===== src/rtl/doodle_pkg.sv =====
// Shared constants and types for the Doodle Jump core: motion FSM states,
// keyboard keycodes, game-state encodings and a horizontal step helper.
package doodle_pkg;

    typedef enum logic [1:0] {
        IDLE = 2'd0,
        RISE = 2'd1,
        FALL = 2'd2,
        DEAD = 2'd3
    } motion_state_t;

    localparam logic [7:0] KEY_A     = 8'd4;
    localparam logic [7:0] KEY_D     = 8'd7;
    localparam logic [7:0] KEY_ESC   = 8'd41;
    localparam logic [7:0] KEY_ENTER = 8'd40;

    localparam logic [7:0] GS_MENU = 8'd0;
    localparam logic [7:0] GS_PLAY = 8'd1;

    // Horizontal step with screen wrap: stepping past the left edge lands on
    // x_max, stepping past x_max lands on 0. The sum is 11 bits so that a
    // borrow or carry is visible.
    function automatic logic [9:0] step_x(input logic [9:0] x,
                                          input logic [7:0] key,
                                          input logic [9:0] x_max,
                                          input logic [9:0] x_step);
        logic [10:0] sum_s;
        sum_s  = 11'd0;
        step_x = x;
        case (key)
            KEY_A: begin
                sum_s = {1'b0, x} - {1'b0, x_step};
                if (sum_s[10]) begin
                    step_x = x_max;
                end else begin
                    step_x = sum_s[9:0];
                end
            end
            KEY_D: begin
                sum_s = {1'b0, x} + {1'b0, x_step};
                if (sum_s > {1'b0, x_max}) begin
                    step_x = 10'd0;
                end else begin
                    step_x = sum_s[9:0];
                end
            end
            default: step_x = x;
        endcase
    endfunction

endpackage


===== src/rtl/doodle_motion_if.sv =====
// Bundle between the game-state/input logic and the doodle motion block.
interface doodle_motion_if;
    logic [7:0] state;
    logic [7:0] keycode;
    logic       land;
    logic [9:0] doodle_x;
    logic [9:0] doodle_y;
    logic       falling;
    logic       game_over;

    modport master (
        output state, keycode, land,
        input  doodle_x, doodle_y, falling, game_over
    );

    modport slave (
        input  state, keycode, land,
        output doodle_x, doodle_y, falling, game_over
    );
endinterface


===== src/rtl/doodle_motion_frame_edge_detect.sv =====
// One-Clk pulse on each rising edge of the vertical-sync-rate frame clock.
// A frame_clk held high yields a single tick.
module frame_edge_detect (
    input  logic Clk,
    input  logic Reset,
    input  logic frame_clk,
    output logic tick
);
    logic frame_clk_d;

    // Delay frame_clk by one Clk to find its rising edge.
    always_ff @(posedge Clk or posedge Reset) begin
        if (Reset) begin
            frame_clk_d <= 1'b0;
        end else begin
            frame_clk_d <= frame_clk;
        end
    end

    assign tick = frame_clk & ~frame_clk_d;
endmodule


===== src/rtl/doodle_motion.sv =====
// Per-frame doodle kinematics: jump impulse, gravity, floor death and
// horizontal wrap, advanced once per frame tick.
module doodle_motion
    import doodle_pkg::*;
#(
    parameter logic [9:0] X_MAX     = 10'd639,
    parameter logic [9:0] Y_MAX     = 10'd479,
    parameter logic [9:0] X_START   = 10'd320,
    parameter logic [9:0] Y_START   = 10'd400,
    parameter logic [9:0] X_STEP    = 10'd2,
    parameter logic [4:0] JUMP_VEL  = 5'd12,
    parameter logic [4:0] GRAVITY   = 5'd1,
    parameter logic [4:0] VMAX_FALL = 5'd12
) (
    input  logic            Clk,
    input  logic            Reset,
    input  logic            frame_clk,
    doodle_motion_if.slave  bus
);
    motion_state_t motion_state_r, state_nxt_s;
    logic [9:0]  x_r, y_r, x_nxt_s, y_nxt_s;
    logic [4:0]  vel_r, vel_nxt_s;
    logic [10:0] y_sum_s;
    logic [5:0]  vel_sum_s;
    logic        falling_r, game_over_r;
    logic        tick_s;

    frame_edge_detect u_edge (
        .Clk       (Clk),
        .Reset     (Reset),
        .frame_clk (frame_clk),
        .tick      (tick_s)
    );

    // State, position and velocity registers; flags track the next state so
    // they line up with the position they describe.
    always_ff @(posedge Clk or posedge Reset) begin
        if (Reset) begin
            motion_state_r <= IDLE;
            x_r            <= X_START;
            y_r            <= Y_START;
            vel_r          <= 5'd0;
            falling_r      <= 1'b0;
            game_over_r    <= 1'b0;
        end else begin
            motion_state_r <= state_nxt_s;
            x_r            <= x_nxt_s;
            y_r            <= y_nxt_s;
            vel_r          <= vel_nxt_s;
            falling_r      <= (state_nxt_s == FALL);
            game_over_r    <= (state_nxt_s == DEAD);
        end
    end

    // Next-state and kinematics; leaving play overrides any tick action.
    always_comb begin
        state_nxt_s = motion_state_r;
        x_nxt_s     = x_r;
        y_nxt_s     = y_r;
        vel_nxt_s   = vel_r;
        y_sum_s     = 11'd0;
        vel_sum_s   = 6'd0;
        if ((bus.state != GS_PLAY) && (motion_state_r != IDLE)) begin
            state_nxt_s = IDLE;
            x_nxt_s     = X_START;
            y_nxt_s     = Y_START;
            vel_nxt_s   = 5'd0;
        end else if (tick_s) begin
            case (motion_state_r)
                IDLE: begin
                    x_nxt_s   = X_START;
                    y_nxt_s   = Y_START;
                    if (bus.state == GS_PLAY) begin
                        state_nxt_s = RISE;
                        vel_nxt_s   = JUMP_VEL;
                    end else begin
                        vel_nxt_s   = 5'd0;
                    end
                end
                RISE: begin
                    x_nxt_s = step_x(x_r, bus.keycode, X_MAX, X_STEP);
                    y_sum_s = {1'b0, y_r} - {6'd0, vel_r};
                    if (y_sum_s[10]) begin
                        y_nxt_s = 10'd0;
                    end else begin
                        y_nxt_s = y_sum_s[9:0];
                    end
                    if (vel_r > GRAVITY) begin
                        vel_nxt_s = vel_r - GRAVITY;
                    end else begin
                        vel_nxt_s = 5'd0;
                    end
                    if (vel_nxt_s == 5'd0) begin
                        state_nxt_s = FALL;
                    end else begin
                        state_nxt_s = RISE;
                    end
                end
                FALL: begin
                    x_nxt_s = step_x(x_r, bus.keycode, X_MAX, X_STEP);
                    if (bus.land) begin
                        state_nxt_s = RISE;
                        vel_nxt_s   = JUMP_VEL;
                    end else begin
                        y_sum_s = {1'b0, y_r} + {6'd0, vel_r};
                        if (y_sum_s >= {1'b0, Y_MAX}) begin
                            y_nxt_s     = Y_MAX;
                            state_nxt_s = DEAD;
                        end else begin
                            y_nxt_s   = y_sum_s[9:0];
                            vel_sum_s = {1'b0, vel_r} + {1'b0, GRAVITY};
                            if (vel_sum_s > {1'b0, VMAX_FALL}) begin
                                vel_nxt_s = VMAX_FALL;
                            end else begin
                                vel_nxt_s = vel_sum_s[4:0];
                            end
                        end
                    end
                end
                DEAD: begin
                    state_nxt_s = DEAD;
                end
                default: begin
                    state_nxt_s = IDLE;
                    x_nxt_s     = X_START;
                    y_nxt_s     = Y_START;
                    vel_nxt_s   = 5'd0;
                end
            endcase
        end else begin
            state_nxt_s = motion_state_r;
        end
    end

    assign bus.doodle_x  = x_r;
    assign bus.doodle_y  = y_r;
    assign bus.falling   = falling_r;
    assign bus.game_over = game_over_r;
endmodule


===== src/flat_wrapper.sv =====
// flat-port wrapper written by rule: the top's interface ports become plain ports
module doodle_motion_flat import doodle_pkg::*;
#(
    parameter logic [9:0] X_MAX     = 10'd639,
    parameter logic [9:0] Y_MAX     = 10'd479,
    parameter logic [9:0] X_START   = 10'd320,
    parameter logic [9:0] Y_START   = 10'd400,
    parameter logic [9:0] X_STEP    = 10'd2,
    parameter logic [4:0] JUMP_VEL  = 5'd12,
    parameter logic [4:0] GRAVITY   = 5'd1,
    parameter logic [4:0] VMAX_FALL = 5'd12
)
  (Clk, Reset, frame_clk, bus_state, bus_keycode, bus_land, bus_doodle_x, bus_doodle_y, bus_falling, bus_game_over);
  doodle_motion_if bus_i ();
  input  logic Clk;
  input  logic Reset;
  input  logic frame_clk;
  input wire logic [$bits(bus_i.state)-1:0] bus_state;
  input wire logic [$bits(bus_i.keycode)-1:0] bus_keycode;
  input wire logic [$bits(bus_i.land)-1:0] bus_land;
  output wire logic [$bits(bus_i.doodle_x)-1:0] bus_doodle_x;
  output wire logic [$bits(bus_i.doodle_y)-1:0] bus_doodle_y;
  output wire logic [$bits(bus_i.falling)-1:0] bus_falling;
  output wire logic [$bits(bus_i.game_over)-1:0] bus_game_over;
  assign bus_i.state = bus_state;
  assign bus_i.keycode = bus_keycode;
  assign bus_i.land = bus_land;
  assign bus_doodle_x = bus_i.doodle_x;
  assign bus_doodle_y = bus_i.doodle_y;
  assign bus_falling = bus_i.falling;
  assign bus_game_over = bus_i.game_over;
  doodle_motion #(.X_MAX(X_MAX), .Y_MAX(Y_MAX), .X_START(X_START), .Y_START(Y_START), .X_STEP(X_STEP), .JUMP_VEL(JUMP_VEL), .GRAVITY(GRAVITY), .VMAX_FALL(VMAX_FALL)) u_core (.Clk(Clk), .Reset(Reset), .frame_clk(frame_clk), .bus(bus_i));
endmodule

===== config.mk =====
export PLATFORM = sky130hd
export DESIGN_NAME = doodle_motion_flat
export DESIGN_NICKNAME = d
export VERILOG_FILES = /design/src/rtl/doodle_pkg.sv /design/src/rtl/doodle_motion_if.sv /design/src/rtl/doodle_motion_frame_edge_detect.sv /design/src/rtl/doodle_motion.sv /design/src/flat_wrapper.sv
export SDC_FILE = /design/constraint.sdc
export NUM_CORES = 1
export LEC_CHECK = 0
export CAP_MARGIN = 15
export CORE_MARGIN = 2
export CORE_UTILIZATION = 50
export CTS_BUF_LIST = sky130_fd_sc_hd__clkbuf_4 sky130_fd_sc_hd__clkbuf_8
export CTS_CLUSTER_DIAMETER = 80
export CTS_CLUSTER_SIZE = 14
export DETAILED_ROUTE_END_ITERATION = 10
export GPL_TIMING_DRIVEN = 0
export PLACE_DENSITY_LB_ADDON = 0.12
export SYNTH_ARGS = -nofsm -noshare
export SYNTH_HDL_FRONTEND = slang
export SYNTH_SLANG_ARGS = --single-unit
export TNS_END_PERCENT = 5

===== constraint.sdc =====
create_clock -name Clk -period 8.1 [get_ports Clk]
set_input_delay 1.62 -clock Clk [delete_from_list [all_inputs] [get_ports Clk]]
set_output_delay 1.62 -clock Clk [all_outputs]
set_load 0.01 [all_outputs]

==> impl_metrics.json <==
{
  "fin_total_pwr_uw": 419,
  "antenna_found_initial": 0,
  "drive_gt1_frac": 0.0684,
  "holdPathStages": 1,
  "reg2reg_depth": 11,
  "drt_iter0_drc": 313,
  "async_reset_ff_frac": 1.00,
  "dpl.hpwl_um": 6590,
  "rsz0062_at_grt": "no",
  "vias": 3367,
  "cts_resized": 0,
  "crit_path_frequent_cell": "nand2_1",
  "layout_min_cycle_time_ns": 4.05,
  "synth_simple_gate_area_frac": 0.240,
  "grt_max_degree": 19,
  "grt_pass1_wl_um": 14600,
  "place_congestion": 0.911,
  "synth_top_area_cell": "dfrtp_1",
  "finalCoreUtilization": 0.627,
  "cp_max_fo": 9,
  "ys_types": 65,
  "die_h_um": 83.1,
  "synth_seq_cells": 30,
  "design_area_mm2": 0.00375,
  "cts_sinks": 30,
  "synth.avg_cell_area_um2": 7.76,
  "drc": 0,
  "crit_type": "in2reg",
  "synth_compound_area_frac": 0.300,
  "muxShareOfSynthArea": 0.0232,
  "layout.cells.non_filler": 528,
  "synth-edff-count": 0,
  "initial_core_util": 0.522,
  "synth_fa_ha_area_frac": 0.101,
  "setup_viol": 0,
  "syn-num-nets": 447,
  "skew_ns": 0.0121,
  "min_period_over_period": 0.500,
  "clk_transition_reported_paths_ns": 0.07,
  "yosysTopAreaCellShare": 0.200,
  "status": "finished clean",
  "die_x_um": 83.1,
  "cts_hold_buffers": 0,
  "max_stage_delay_ns": 0.48,
  "wl_um": 8740,
  "wl_per_cell_um": 16.6,
  "syn_area_mm2": 0.00313,
  "clock_path_buffers": 2,
  "row_count": 28,
  "tightestPinTransition_ns": 0.701,
  "first_global_vias": 3040,
  "whs_endpoint": "u_core.bus.doodle_x[0]",
  "grt_use_total": 0.251,
  "yosys.area_share.xor_xnor": 0.0252,
  "globalRouteOverflowTotal": 0,
  "slew_viol_final": 0,
  "h-tree-depth": 2,
  "path_cells": "clkdlybuf4s50_1 -> nor4_1 -> nand2_1 -> nand2b_1 -> nand2_1 -> or3_1 -> clkbuf_1 -> a211oi_1 -> a311o_1",
  "post_cts_buffers": 0,
  "p_seq_frac": 0.394,
  "setup_ws_ns": 4.05,
  "worst_path_max_delay_cell": "nor4_1",
  "start_kind": "primary input",
  "first_pass_iters": 5,
  "intPower_uw": 277,
  "sw_frac_of_total": 0.338,
  "fillCellCount": 537,
  "power.share.clock": 0.323,
  "synth_top_family_by_area": "compound AO/OA/AOI/OAI gates",
  "ant_nets": 0,
  "port_buffers": 41,
  "cp_data_arrival_time_ns": 4.27,
  "n_antenna_cell": 0,
  "finalSetupTns_ns": 0,
  "io_pins": 42,
  "relSlewSlack": 0.530,
  "viasPerCell": 6.38,
  "synthFlopType": "dfrtp_1",
  "ys_seq_area_frac": 0.242,
  "hp-class": "reg2reg",
  "setup.worst_path.end_class": "register",
  "hold_viol_final": 0,
  "fmax_mhz": 247,
  "p_comb_frac": 0.284,
  "placed_cells": 520,
  "required_ns": 8.32,
  "finalNetCount": 496,
  "yosysWarnings": 0,
  "cts_tree": "done",
  "synth_area_leaders": "dfrtp_1 (20%), ha_1 (8.8%), o21ai_0 (4.5%), a21oi_1 (4.3%), dfstp_2 (4.2%)",
  "worstReg2RegEnd": "u_core.bus.doodle_y[5]",
  "coreArea_mm2": 0.00599,
  "dpl_cell_area_mm2": 0.00366,
  "peakVddDrop_uv": 76.7,
  "power_leakage_nw": 1.48,
  "cap_violations": 0,
  "hold_slack_ns": 0.523,
  "hp-start": "u_core.bus.doodle_x[0]",
  "dp_slack_ns": 3.85,
  "insertion_delay_ns": 0.29,
  "power_density_mw_per_mm2": 112,
  "rr_startpoint": "u_core.vel_r[2]",
  "netSwitchingPower_uw": 142,
  "regToRegSetupSlack_ns": 4.49,
  "area_growth_pct": 20.0,
  "dieArea_mm2": 0.00690,
  "synthCells": 403,
  "cts_root_buf": "clkbuf_8",
  "cts_buffers": 5
}
## power by group through the flow
| stage | logic, mW | clock network (mW) | registers (mW) |
|---|---|---|---|
| after floorplan | 0.0762 | 0 | 0.168 |
| after global placement | 0.114 | 0 | 0.167 |
| after detailed placement | 0.117 | 0 | 0.168 |
| after CTS | 0.118 | 0.135 | 0.165 |
| after global routing | 0.130 | 0.142 | 0.166 |
| final | 0.119 | 0.135 | 0.165 |
## placed cells by master, fill, tap and decap left out, types with 9 or more instances in the layout
cell,Yosys,layout
nand3_1,9,9
clkbuf_1,17,17
ha_1,22,22
o21ai_0,28,28
inv_1,27,27
dfrtp_1,25,25
nor3_1,21,21
nand2_1,35,35
a21oi_1,27,27
clkdlybuf4s50_1,0,41
nor2_1,24,24
## worst max-delay path: cells and delay by family
| kind | cells | cell delay [ns] |
|---|---|---|
| compound gates | 2 | 0.41 |
| buf+inv | 2 | 0.61 |
| simple gates | 5 | 1.61 |
## final cells by class
type | count | area [um2] | share of cell area
Clock inverter | 2 | 12.5 | 0.00333
Inverter | 28 | 105 | 0.0280
Timing Repair Buffer | 42 | 438 | 0.117
Clock buffer | 6 | 82.6 | 0.0220
Tap cell | 75 | 93.8 | 0.0250
Multi-Input combinational cell | 321 | 2150 | 0.574
Buffer | 24 | 111 | 0.0297
Sequential cell | 30 | 757 | 0.202
## per-layer routing
metal  up-vias  track usage  wire length [um]
li1       1595            -                 -
met1      1612        0.351              4100
met2       141        0.397              3980
met3        19       0.0408               522
met4         0       0.0745               141
met5         -            0                 0
## synth_stat cells, types with 3 or more instances
| library cell | count |
|---|---|
| a211oi_1 | 6 |
| a21o_1 | 8 |
| a21oi_1 | 27 |
| a22oi_1 | 4 |
| a31oi_1 | 7 |
| a32oi_1 | 3 |
| and2_1 | 5 |
| and3_1 | 4 |
| and4_1 | 3 |
| buf_2 | 5 |
| clkbuf_1 | 17 |
| dfrtp_1 | 25 |
| dfstp_2 | 5 |
| ha_1 | 22 |
| inv_1 | 27 |
| mux2i_1 | 5 |
| nand2_1 | 35 |
| nand2b_1 | 7 |
| nand3_1 | 9 |
| nand4_1 | 5 |
| nor2_1 | 24 |
| nor2b_1 | 8 |
| nor3_1 | 21 |
| nor4_1 | 6 |
| o211ai_1 | 5 |
| o21ai_0 | 28 |
| o221ai_1 | 4 |
| o22ai_1 | 6 |
| o31ai_1 | 6 |
| or3_1 | 8 |
| xnor2_1 | 7 |
## sequential cells by signal, summed over array words and instances, names as in the netlist
name and count:
u_core.bus.doodle_x 10, u_core.bus.doodle_y 10, u_core.vel_r 5, u_core.motion_state_r 2, u_core.bus.falling 1, u_core.bus.game_over 1, u_core.u_edge.frame_clk_d 1
## kinds of logic (layout without fill, tap and decap cells)
logic type | count (synthesis) | in the layout
xor+xnor | 9 | 9
simple gates | 145 | 145
flops | 30 | 30
mux | 7 | 7
buf+inv | 52 | 102
fa+ha+maj | 24 | 24
compound gates | 136 | 136
## worst max path at each step
stage,start,endpoint
2_1_floorplan,bus_keycode[5],u_core.bus.doodle_x[5]
3_3_place_gp,bus_state[5],u_core.bus.doodle_y[1]
3_5_place_dp,bus_state[4],u_core.bus.doodle_y[4]
4_1_cts,bus_state[4],u_core.bus.doodle_y[1]
5_1_grt,bus_state[4],u_core.bus.doodle_y[1]
6_report,bus_state[5],u_core.bus.doodle_y[1]
No activity file was read; power rests on OpenSTA's default activity.
